--- src/rtl/fht_seq_ctrl_if.sv ---
// Bundle between fht_seq_ctrl and its environment: sample stream, FHT core
// load/start/readout port, result stream and status. master = sequencer side.
interface fht_seq_ctrl_if #(
  parameter int D_BIT = 16,
  parameter int A_BIT = 8
);
  logic               iVALID;
  logic [D_BIT-2:0]   iSAMPLE;
  logic               oREADY;

  logic [D_BIT-2:0]   oFHT_DATA;
  logic [A_BIT-1:0]   oFHT_ADDR_WR;
  logic [3:0]         oFHT_WE;
  logic               oFHT_START;
  logic               iFHT_RDY;
  logic [A_BIT-1:0]   oFHT_ADDR_RD;
  logic [D_BIT-1:0]   iFHT_DATA_0;
  logic [D_BIT-1:0]   iFHT_DATA_1;
  logic [D_BIT-1:0]   iFHT_DATA_2;
  logic [D_BIT-1:0]   iFHT_DATA_3;

  logic               oOUT_VALID;
  logic [D_BIT-1:0]   oOUT_DATA;
  logic [A_BIT+1:0]   oOUT_INDEX;
  logic               iOUT_READY;

  logic               oBUSY;
  logic               oDONE;

  modport master (
    input  iVALID, iSAMPLE, iFHT_RDY,
           iFHT_DATA_0, iFHT_DATA_1, iFHT_DATA_2, iFHT_DATA_3, iOUT_READY,
    output oREADY, oFHT_DATA, oFHT_ADDR_WR, oFHT_WE, oFHT_START, oFHT_ADDR_RD,
           oOUT_VALID, oOUT_DATA, oOUT_INDEX, oBUSY, oDONE
  );

  modport slave (
    output iVALID, iSAMPLE, iFHT_RDY,
           iFHT_DATA_0, iFHT_DATA_1, iFHT_DATA_2, iFHT_DATA_3, iOUT_READY,
    input  oREADY, oFHT_DATA, oFHT_ADDR_WR, oFHT_WE, oFHT_START, oFHT_ADDR_RD,
           oOUT_VALID, oOUT_DATA, oOUT_INDEX, oBUSY, oDONE
  );
endinterface

--- src/rtl/fht_seq_ctrl.sv ---
// Host sequencer for the FHT core: scatters a sample frame into the 4 banks,
// starts the core, waits for completion and streams results out in index order.
// Define FHT_SEQ_BITREV_EN to bit-reverse the load index before the bank split.
module fht_seq_ctrl #(
  parameter int D_BIT = 16,
  parameter int A_BIT = 8
) (
  input  logic          iCLK,
  input  logic          iRESET,
  fht_seq_ctrl_if.master bus
);
  localparam int IW = A_BIT + 2;
  localparam logic [IW-1:0] LAST = '1;

  typedef enum logic [2:0] {IDLE, LOAD, START, WAIT_LO, WAIT_HI, UNLOAD} state_t;

  state_t          state, state_nxt;
  logic [IW-1:0]   ld_cnt;
  logic [IW-1:0]   ld_map;
  logic [IW-1:0]   rd_cnt;
  logic            rd_all;
  logic            rd_pend;
  logic [IW-1:0]   rd_pend_idx;
  logic [D_BIT-1:0] rd_sel;
  logic [D_BIT-1:0] buf_data [2];
  logic [IW-1:0]   buf_idx [2];
  logic            wr_ptr, rd_ptr;
  logic [1:0]      occ, occ_net;
  logic            accept, issue, pop, last_pop, out_valid;

`ifdef FHT_SEQ_BITREV_EN
  function automatic logic [IW-1:0] bitrev(input logic [IW-1:0] v);
    logic [IW-1:0] r;
    r = '0;
    for (int unsigned i = 0; i < IW; i++) r[i] = v[IW-1-i];
    return r;
  endfunction
  assign ld_map = bitrev(ld_cnt);
`else
  assign ld_map = ld_cnt;
`endif

  always_comb begin
    rd_sel = '0;
    case (rd_pend_idx[1:0])
      2'd0: rd_sel = bus.iFHT_DATA_0;
      2'd1: rd_sel = bus.iFHT_DATA_1;
      2'd2: rd_sel = bus.iFHT_DATA_2;
      2'd3: rd_sel = bus.iFHT_DATA_3;
      default: rd_sel = '0;
    endcase
  end

  always_comb begin
    state_nxt         = state;
    bus.oREADY        = 1'b0;
    bus.oFHT_WE       = '0;
    bus.oFHT_DATA     = '0;
    bus.oFHT_ADDR_WR  = '0;
    bus.oFHT_START    = 1'b0;
    bus.oFHT_ADDR_RD  = '0;
    bus.oBUSY         = (state != IDLE);
    out_valid         = (occ != 2'd0);
    accept            = 1'b0;
    pop               = 1'b0;
    issue             = 1'b0;

    if (state == IDLE || state == LOAD) begin
      bus.oREADY = 1'b1;
      accept     = bus.iVALID;
    end
    if (accept) begin
      bus.oFHT_WE      = 4'b0001 << ld_map[1:0];
      bus.oFHT_DATA    = bus.iSAMPLE;
      bus.oFHT_ADDR_WR = ld_map[IW-1:2];
    end

    if (state == UNLOAD) begin
      pop              = out_valid & bus.iOUT_READY;
      bus.oFHT_ADDR_RD = rd_cnt[IW-1:2];
    end
    last_pop = pop & (buf_idx[rd_ptr] == LAST);
    // Occupancy is taken net of this cycle's pop; counting the leaving entry
    // would stall every other cycle and halve the readout rate.
    occ_net = occ - {1'b0, pop};
    issue   = (state == UNLOAD) & ~rd_all & ((occ_net + {1'b0, rd_pend}) < 2'd2);

    case (state)
      IDLE:    if (accept) state_nxt = LOAD;
      LOAD:    if (accept && ld_cnt == LAST) state_nxt = START;
      START:   state_nxt = WAIT_LO;
      WAIT_LO: if (!bus.iFHT_RDY) state_nxt = WAIT_HI;
      WAIT_HI: if (bus.iFHT_RDY) state_nxt = UNLOAD;
      UNLOAD:  if (last_pop) state_nxt = IDLE;
      default: state_nxt = IDLE;
    endcase
    if (state == START) bus.oFHT_START = 1'b1;
  end

  assign bus.oOUT_VALID = out_valid;
  assign bus.oOUT_DATA  = out_valid ? buf_data[rd_ptr] : '0;
  assign bus.oOUT_INDEX = out_valid ? buf_idx[rd_ptr] : '0;
  assign bus.oDONE      = last_pop;

  always_ff @(posedge iCLK) begin
    if (!iRESET) begin
      state       <= IDLE;
      ld_cnt      <= '0;
      rd_cnt      <= '0;
      rd_all      <= 1'b0;
      rd_pend     <= 1'b0;
      rd_pend_idx <= '0;
      wr_ptr      <= 1'b0;
      rd_ptr      <= 1'b0;
      occ         <= '0;
      buf_data[0] <= '0;
      buf_data[1] <= '0;
      buf_idx[0]  <= '0;
      buf_idx[1]  <= '0;
    end else begin
      state <= state_nxt;
      if (accept) ld_cnt <= (ld_cnt == LAST) ? '0 : ld_cnt + 1'b1;

      rd_pend <= issue;
      if (issue) begin
        rd_pend_idx <= rd_cnt;
        rd_cnt      <= rd_cnt + 1'b1;
        if (rd_cnt == LAST) rd_all <= 1'b1;
      end

      // Registered core read lands one cycle after issue; capture into the skid buffer.
      if (rd_pend) begin
        buf_data[wr_ptr] <= rd_sel;
        buf_idx[wr_ptr]  <= rd_pend_idx;
        wr_ptr           <= ~wr_ptr;
      end
      if (pop) rd_ptr <= ~rd_ptr;
      occ <= occ + {1'b0, rd_pend} - {1'b0, pop};

      if (last_pop) begin
        rd_cnt <= '0;
        rd_all <= 1'b0;
      end
    end
  end
endmodule
--- src/flat_wrapper.sv ---
// flat-port wrapper written by rule: the top's interface ports become plain ports
module fht_seq_ctrl_flat 
#(
  parameter int D_BIT = 16,
  parameter int A_BIT = 8
)
  (iCLK, iRESET, bus_iVALID, bus_iSAMPLE, bus_iFHT_RDY, bus_iFHT_DATA_0, bus_iFHT_DATA_1, bus_iFHT_DATA_2, bus_iFHT_DATA_3, bus_iOUT_READY, bus_oREADY, bus_oFHT_DATA, bus_oFHT_ADDR_WR, bus_oFHT_WE, bus_oFHT_START, bus_oFHT_ADDR_RD, bus_oOUT_VALID, bus_oOUT_DATA, bus_oOUT_INDEX, bus_oBUSY, bus_oDONE);
  fht_seq_ctrl_if #(.D_BIT(D_BIT), .A_BIT(A_BIT)) bus_i ();
  input  logic iCLK;
  input  logic iRESET;
  input wire logic [$bits(bus_i.iVALID)-1:0] bus_iVALID;
  input wire logic [$bits(bus_i.iSAMPLE)-1:0] bus_iSAMPLE;
  input wire logic [$bits(bus_i.iFHT_RDY)-1:0] bus_iFHT_RDY;
  input wire logic [$bits(bus_i.iFHT_DATA_0)-1:0] bus_iFHT_DATA_0;
  input wire logic [$bits(bus_i.iFHT_DATA_1)-1:0] bus_iFHT_DATA_1;
  input wire logic [$bits(bus_i.iFHT_DATA_2)-1:0] bus_iFHT_DATA_2;
  input wire logic [$bits(bus_i.iFHT_DATA_3)-1:0] bus_iFHT_DATA_3;
  input wire logic [$bits(bus_i.iOUT_READY)-1:0] bus_iOUT_READY;
  output wire logic [$bits(bus_i.oREADY)-1:0] bus_oREADY;
  output wire logic [$bits(bus_i.oFHT_DATA)-1:0] bus_oFHT_DATA;
  output wire logic [$bits(bus_i.oFHT_ADDR_WR)-1:0] bus_oFHT_ADDR_WR;
  output wire logic [$bits(bus_i.oFHT_WE)-1:0] bus_oFHT_WE;
  output wire logic [$bits(bus_i.oFHT_START)-1:0] bus_oFHT_START;
  output wire logic [$bits(bus_i.oFHT_ADDR_RD)-1:0] bus_oFHT_ADDR_RD;
  output wire logic [$bits(bus_i.oOUT_VALID)-1:0] bus_oOUT_VALID;
  output wire logic [$bits(bus_i.oOUT_DATA)-1:0] bus_oOUT_DATA;
  output wire logic [$bits(bus_i.oOUT_INDEX)-1:0] bus_oOUT_INDEX;
  output wire logic [$bits(bus_i.oBUSY)-1:0] bus_oBUSY;
  output wire logic [$bits(bus_i.oDONE)-1:0] bus_oDONE;
  assign bus_i.iVALID = bus_iVALID;
  assign bus_i.iSAMPLE = bus_iSAMPLE;
  assign bus_i.iFHT_RDY = bus_iFHT_RDY;
  assign bus_i.iFHT_DATA_0 = bus_iFHT_DATA_0;
  assign bus_i.iFHT_DATA_1 = bus_iFHT_DATA_1;
  assign bus_i.iFHT_DATA_2 = bus_iFHT_DATA_2;
  assign bus_i.iFHT_DATA_3 = bus_iFHT_DATA_3;
  assign bus_i.iOUT_READY = bus_iOUT_READY;
  assign bus_oREADY = bus_i.oREADY;
  assign bus_oFHT_DATA = bus_i.oFHT_DATA;
  assign bus_oFHT_ADDR_WR = bus_i.oFHT_ADDR_WR;
  assign bus_oFHT_WE = bus_i.oFHT_WE;
  assign bus_oFHT_START = bus_i.oFHT_START;
  assign bus_oFHT_ADDR_RD = bus_i.oFHT_ADDR_RD;
  assign bus_oOUT_VALID = bus_i.oOUT_VALID;
  assign bus_oOUT_DATA = bus_i.oOUT_DATA;
  assign bus_oOUT_INDEX = bus_i.oOUT_INDEX;
  assign bus_oBUSY = bus_i.oBUSY;
  assign bus_oDONE = bus_i.oDONE;
  fht_seq_ctrl #(.D_BIT(D_BIT), .A_BIT(A_BIT)) u_core (.iCLK(iCLK), .iRESET(iRESET), .bus(bus_i));
endmodule
--- config.mk ---
export PLATFORM = sky130hd
export DESIGN_NAME = fht_seq_ctrl_flat
export DESIGN_NICKNAME = d
export VERILOG_FILES = /design/src/rtl/fht_seq_ctrl_if.sv /design/src/rtl/fht_seq_ctrl.sv /design/src/flat_wrapper.sv
export SDC_FILE = /design/constraint.sdc
export NUM_CORES = 1
export LEC_CHECK = 0
export CAP_MARGIN = 15
export CORE_MARGIN = 2
export CORE_UTILIZATION = 45
export DETAILED_ROUTE_END_ITERATION = 10
export MAX_ROUTING_LAYER = met4
export PLACE_DENSITY_LB_ADDON = 0.05
export SYNTH_ARGS = -nofsm -noshare
export SYNTH_HDL_FRONTEND = slang
export SYNTH_SLANG_ARGS = --single-unit
--- constraint.sdc ---
create_clock -name iCLK -period 3.6 [get_ports iCLK]
set_input_delay 0.72 -clock iCLK [delete_from_list [all_inputs] [get_ports iCLK]]
set_output_delay 0.72 -clock iCLK [all_outputs]
set_load 0.05 [all_outputs]
After elaboration in Yosys (flattened, before gate mapping)
Memory sizes are Yosys's and may differ from the RTL's. A register that Yosys moved wholly into a read port is not among the register bits.
Cells that the tools add are included.
{ "word_totals": {"ram_bits": 52, "n_memories": 2, "in_bits": 84, "output_inout_bits": 66, "wordCells": 86, "ff_bits": 39} }
{ "memory_table": {"columns": ["memory", "words", "word_bits", "rd", "rd_clocked_by_memory_dff", "wr", "line_no", "text"], "rows": [
  ["u_core.buf_data", 2, 16, 1, 1, 2, "fht_seq_ctrl.sv:25", "logic [D_BIT-1:0] buf_data [2];"],
  ["u_core.buf_idx", 2, 10, 1, 1, 2, "fht_seq_ctrl.sv:26", "logic [IW-1:0] buf_idx [2];"]
]} }
{ "op_classes": {"eq_ne": 16, "n_shift": 1, "n_reduce_logical": 11, "n_lt_le_gt_ge": 1, "mux": 32, "addsub": 6, "bitwise_logic": 8} }
{ "ops": {"columns": ["op", "count"], "rows": [
  ["$pmux 16 s4", 1],
  ["$mux 16", 2],
  ["$eq 10x10->1 const B", 3],
  ["$mux 10", 3],
  ["$add 10x1->10 const B", 2],
  ["$pmux 3 s6", 1],
  ["$mux 1", 16],
  ["$mux 8", 2],
  ["$reduce_or 16->1", 1],
  ["$mux 15", 1],
  ["$mux 3", 5],
  ["$reduce_or 10->1", 1],
  ["$ne 2x2->1 const B", 4],
  ["$eq 3x2->1 const B", 2],
  ["$eq 3x3->1 const B", 2],
  ["$reduce_and 5->1", 1],
  ["$add 2x1->2", 2],
  ["$and 1x1->1", 4],
  ["$eq 2x2->1 const B", 2],
  ["$mux 4", 1],
  ["$not 1->1", 4],
  ["$shl 1x2->4 const A", 1],
  ["$sub 2x1->2", 2],
  ["$eq 3x1->1 const B", 1],
  ["11 further kinds", 11]
]} }

Longest topological paths before layout
{ "depth": {"word_depth": 8, "ltp_mapped": 11, "depth_no_buf": 11} }

Least setup slack after synthesis
OpenSTA, ideal clock, no wires.
{ "synth_path": {"path_type": "reg2reg", "from": "register u_core.rd_pend", "to": "memory u_core.buf_data[0][0] (enable)", "path_buffers": 0, "setup_slack_ns": 0.871, "setup_time_ns": 0.445, "arrival_ns": 2.283, "synth_period_minus_slack_ns": 2.729, "t_required_ns": 3.155, "stages_incl_launch_ff": 3, "cell_sequence": "dfxtp_1 > inv_1 > o21ai_0"} }
{ "synth_lines": {"columns": ["item", "line_no", "text"], "rows": [
  ["start, declared", "fht_seq_ctrl.sv:22", "logic rd_pend;"],
  ["start signal, assigned", "fht_seq_ctrl.sv:124", "rd_pend <= issue;"],
  ["end, declared", "fht_seq_ctrl.sv:25", null]
]} }

==> impl_metrics.tcl <==
set metrics [dict create \
    syn2layout_area_growth_pct 43.2 \
    clock_latency_ns 0.36 \
    drtIter0Drc 153 \
    synth_mux_area_share_pct 12.5 \
    synth_compound_area_share_pct 3.77 \
    synthAdderAreaFrac_pct 1.82 \
    clockBufferDepth 2 \
    slew-limit-headroom_pct 38.0 \
    path_clk_slew_ns 0.09 \
    netlist_area_sq_um 4810 \
    synth_seq_area_share_pct 49.1 \
    p_per_area_nw_per_um2 301 \
    p_leak_nw 2.45 \
    synth_top_area_share_pct 32.5 \
    hold_viol 0 \
    slew_violations 0 \
    synth_top_cell_by_area "edfxtp_1" \
    worstSetupEndpointType "output port" \
    min_period_ns 3.11 \
    synth_common_cells "and2_1, edfxtp_1, nor2_1" \
    clock-sinks 92 \
    worst_pin_slew_ns 0.928 \
    firstDrtPassIters 4 \
    crit_arrival_ns 2.39 \
    num_vias 3673 \
    synth-edff-count 52 \
    wire_per_inst_um 15.1 \
    setup_viol 0 \
    die_y_um 107 \
    dp_hpwl_um 7850 \
    period_share_pct 86.5 \
    synth_cell_types 42 \
    grt_pass1_wl_um 17300 \
    dieArea_sq_um 11500 \
    rsz0062_at_grt "false" \
    clockRootBuffer "clkbuf_8" \
    final.setup_skew_ns 0.0166 \
    outcome "finished, final reports clean" \
    ir_worst_vdd_mv 0.245 \
    nNetsFinal 678 \
    ys_seq_elements 92 \
    post-cts-setup-buffers 0 \
    wl_um 11000 \
    cts_inserted_buffers 9 \
    setup_tns_ns 0 \
    gp_congestion 0.855 \
    antenna-diode-count 0 \
    cts_resized 0 \
    ioPinCount 150 \
    synth.avg_cell_area_sq_um 10.8 \
    grt_pass1_vias 3618 \
    start_kind "flip-flop" \
    hold_class "reg -> reg" \
    fin_worst_hold_slack_ns 0.472 \
    yosysMostFrequentCell "and2_1" \
    syn_nets 535 \
    grt_max_degree 34 \
    htree_num_levels 3 \
    synth_ff_type "edfxtp_1" \
    drive_gt1_share_pct 12.7 \
    synth_xor_area_share_pct 3.77 \
    yosys-top-cells-area "edfxtp_1, dfxtp_1, and2_1" \
    port_buffers 149 \
    cts_tree "built" \
    row_count 37 \
    core_sq_um 10400 \
    drc 0 \
    synthSimpleGateAreaFrac_pct 26.1 \
    antenna_found_initial 0 \
    synthArstFlopShare_pct 0 \
    timing.fmax_mhz 321 \
    viasPerCell 5.05 \
    grt.total_usage_pct 19.7 \
    critPathMaxFanout 18 \
    cap_violations 0 \
    yosys_warnings 0 \
    synthCells 444 \
    grt_overflow_total 0 \
    synth_top_family_by_area "simple AND/OR/NAND/NOR gates" \
    die_x_um 107 \
    drtAntennaViolNets 0 \
    crit_required_ns 2.88 \
    path_class "reg -> out" \
    cts_hold_buffers 0 \
    initial_core_util_pct 46.4 \
    utilization_pct 66.4 \
]
## critical path, cell delays in order, from the launching register on
cell	delay [ns]
dfxtp_2	0.63
buf_4	0.36
mux2i_1	0.11
nor2_1	0.12
clkdlybuf4s50_1	0.81
## final timing paths
kind,start,end,slack (ns),cells past startpoint
setup / recovery,flip-flop,bus_oOUT_DATA[6],0.49,4
hold / removal,u_core.rd_pend_idx[0]$_SDFFE_PN0P_,u_core.rd_pend_idx[0]$_SDFFE_PN0P_,0.47,2
setup reg to reg,u_core.state[1]$_SDFFE_PN0P_,u_core.rd_cnt[3]$_SDFFE_PP0P_,0.67,10
hold reg to reg,u_core.rd_pend_idx[0]$_SDFFE_PN0P_,u_core.rd_pend_idx[0]$_SDFFE_PN0P_,0.47,2
## layout make-up
cell class / instances / area, sq um
fill: 848 / 3490
sequential: 92 / 2360
multi-input combinational: 321 / 2310
timing repair buffer: 158 / 1830
tap: 136 / 170
clock buffer: 11 / 151
clock inverter: 5 / 41.3
inverter: 5 / 18.8
## placed cells by master (no fill, tap or decap), drive strengths merged, types with 9 or more instances in the layout
cell           netlist  layout
clkdlybuf4s50        0     121
and2                97      97
nor2                53      53
edfxtp              52      52
dfxtp               40      40
buf                 10      37
nand2               28      28
mux2i               24      24
mux4                16      16
xnor2               11      11
clkbuf              16      11
a21boi              10      10
nand4                9       9
## per-stage QoR
step | std cells | cell area [sq um] | power, mW | worst slack [ns]
global route | 728 | 6880 | 2.15 | 0.358
finish | 728 | 6880 | 2.07 | 0.487
CTS | 728 | 6880 | 2.10 | 0.423
detailed placement | 712 | 6690 | 1.44 | 0.531
floorplan | 444 | 4810 | 1.27 | 0.871
global placement | 712 | 6690 | 1.43 | 0.589
## state kept, by name, indices dropped and copies added, names as in the netlist, named ones only
| signal | flops |
|---|---|
| u_core.buf_data | 32 |
| u_core.buf_idx | 20 |
| u_core.ld_cnt | 10 |
| u_core.rd_cnt | 10 |
| u_core.rd_pend_idx | 10 |
| u_core.state | 3 |
| u_core.occ | 2 |
| u_core.rd_all | 1 |
| u_core.rd_pend | 1 |
| u_core.rd_ptr | 1 |
| u_core.wr_ptr | 1 |
## power breakdown
part,internal [mW],switching (mW)
registers,1.13,0.0140
clock network,0.297,0.367
logic,0.155,0.105
total,1.59,0.486
## layer usage
| metal | vias up | share of wire (%) | global-route usage [%] |
|---|---|---|---|
| li1 | 1827 | - | - |
| met1 | 1753 | 42 | 23.3 |
| met2 | 80 | 52 | 34.7 |
| met3 | 13 | 3.9 | 2.78 |
| met4 | 0 | 1.7 | 6.50 |
| met5 | - | 0 | - |
## cells by family (layout without fill, tap and decap cells)
group / count (synthesis) / count (layout)
and+or+nand+nor: 228 / 228
buffers and inverters: 31 / 179
xor gates and xnor gates: 19 / 19
muxes: 40 / 40
adders and majority gates: 7 / 7
DFF: 92 / 92
AOI/OAI and AO/OA: 27 / 27
(Power assumes the default switching activity.)
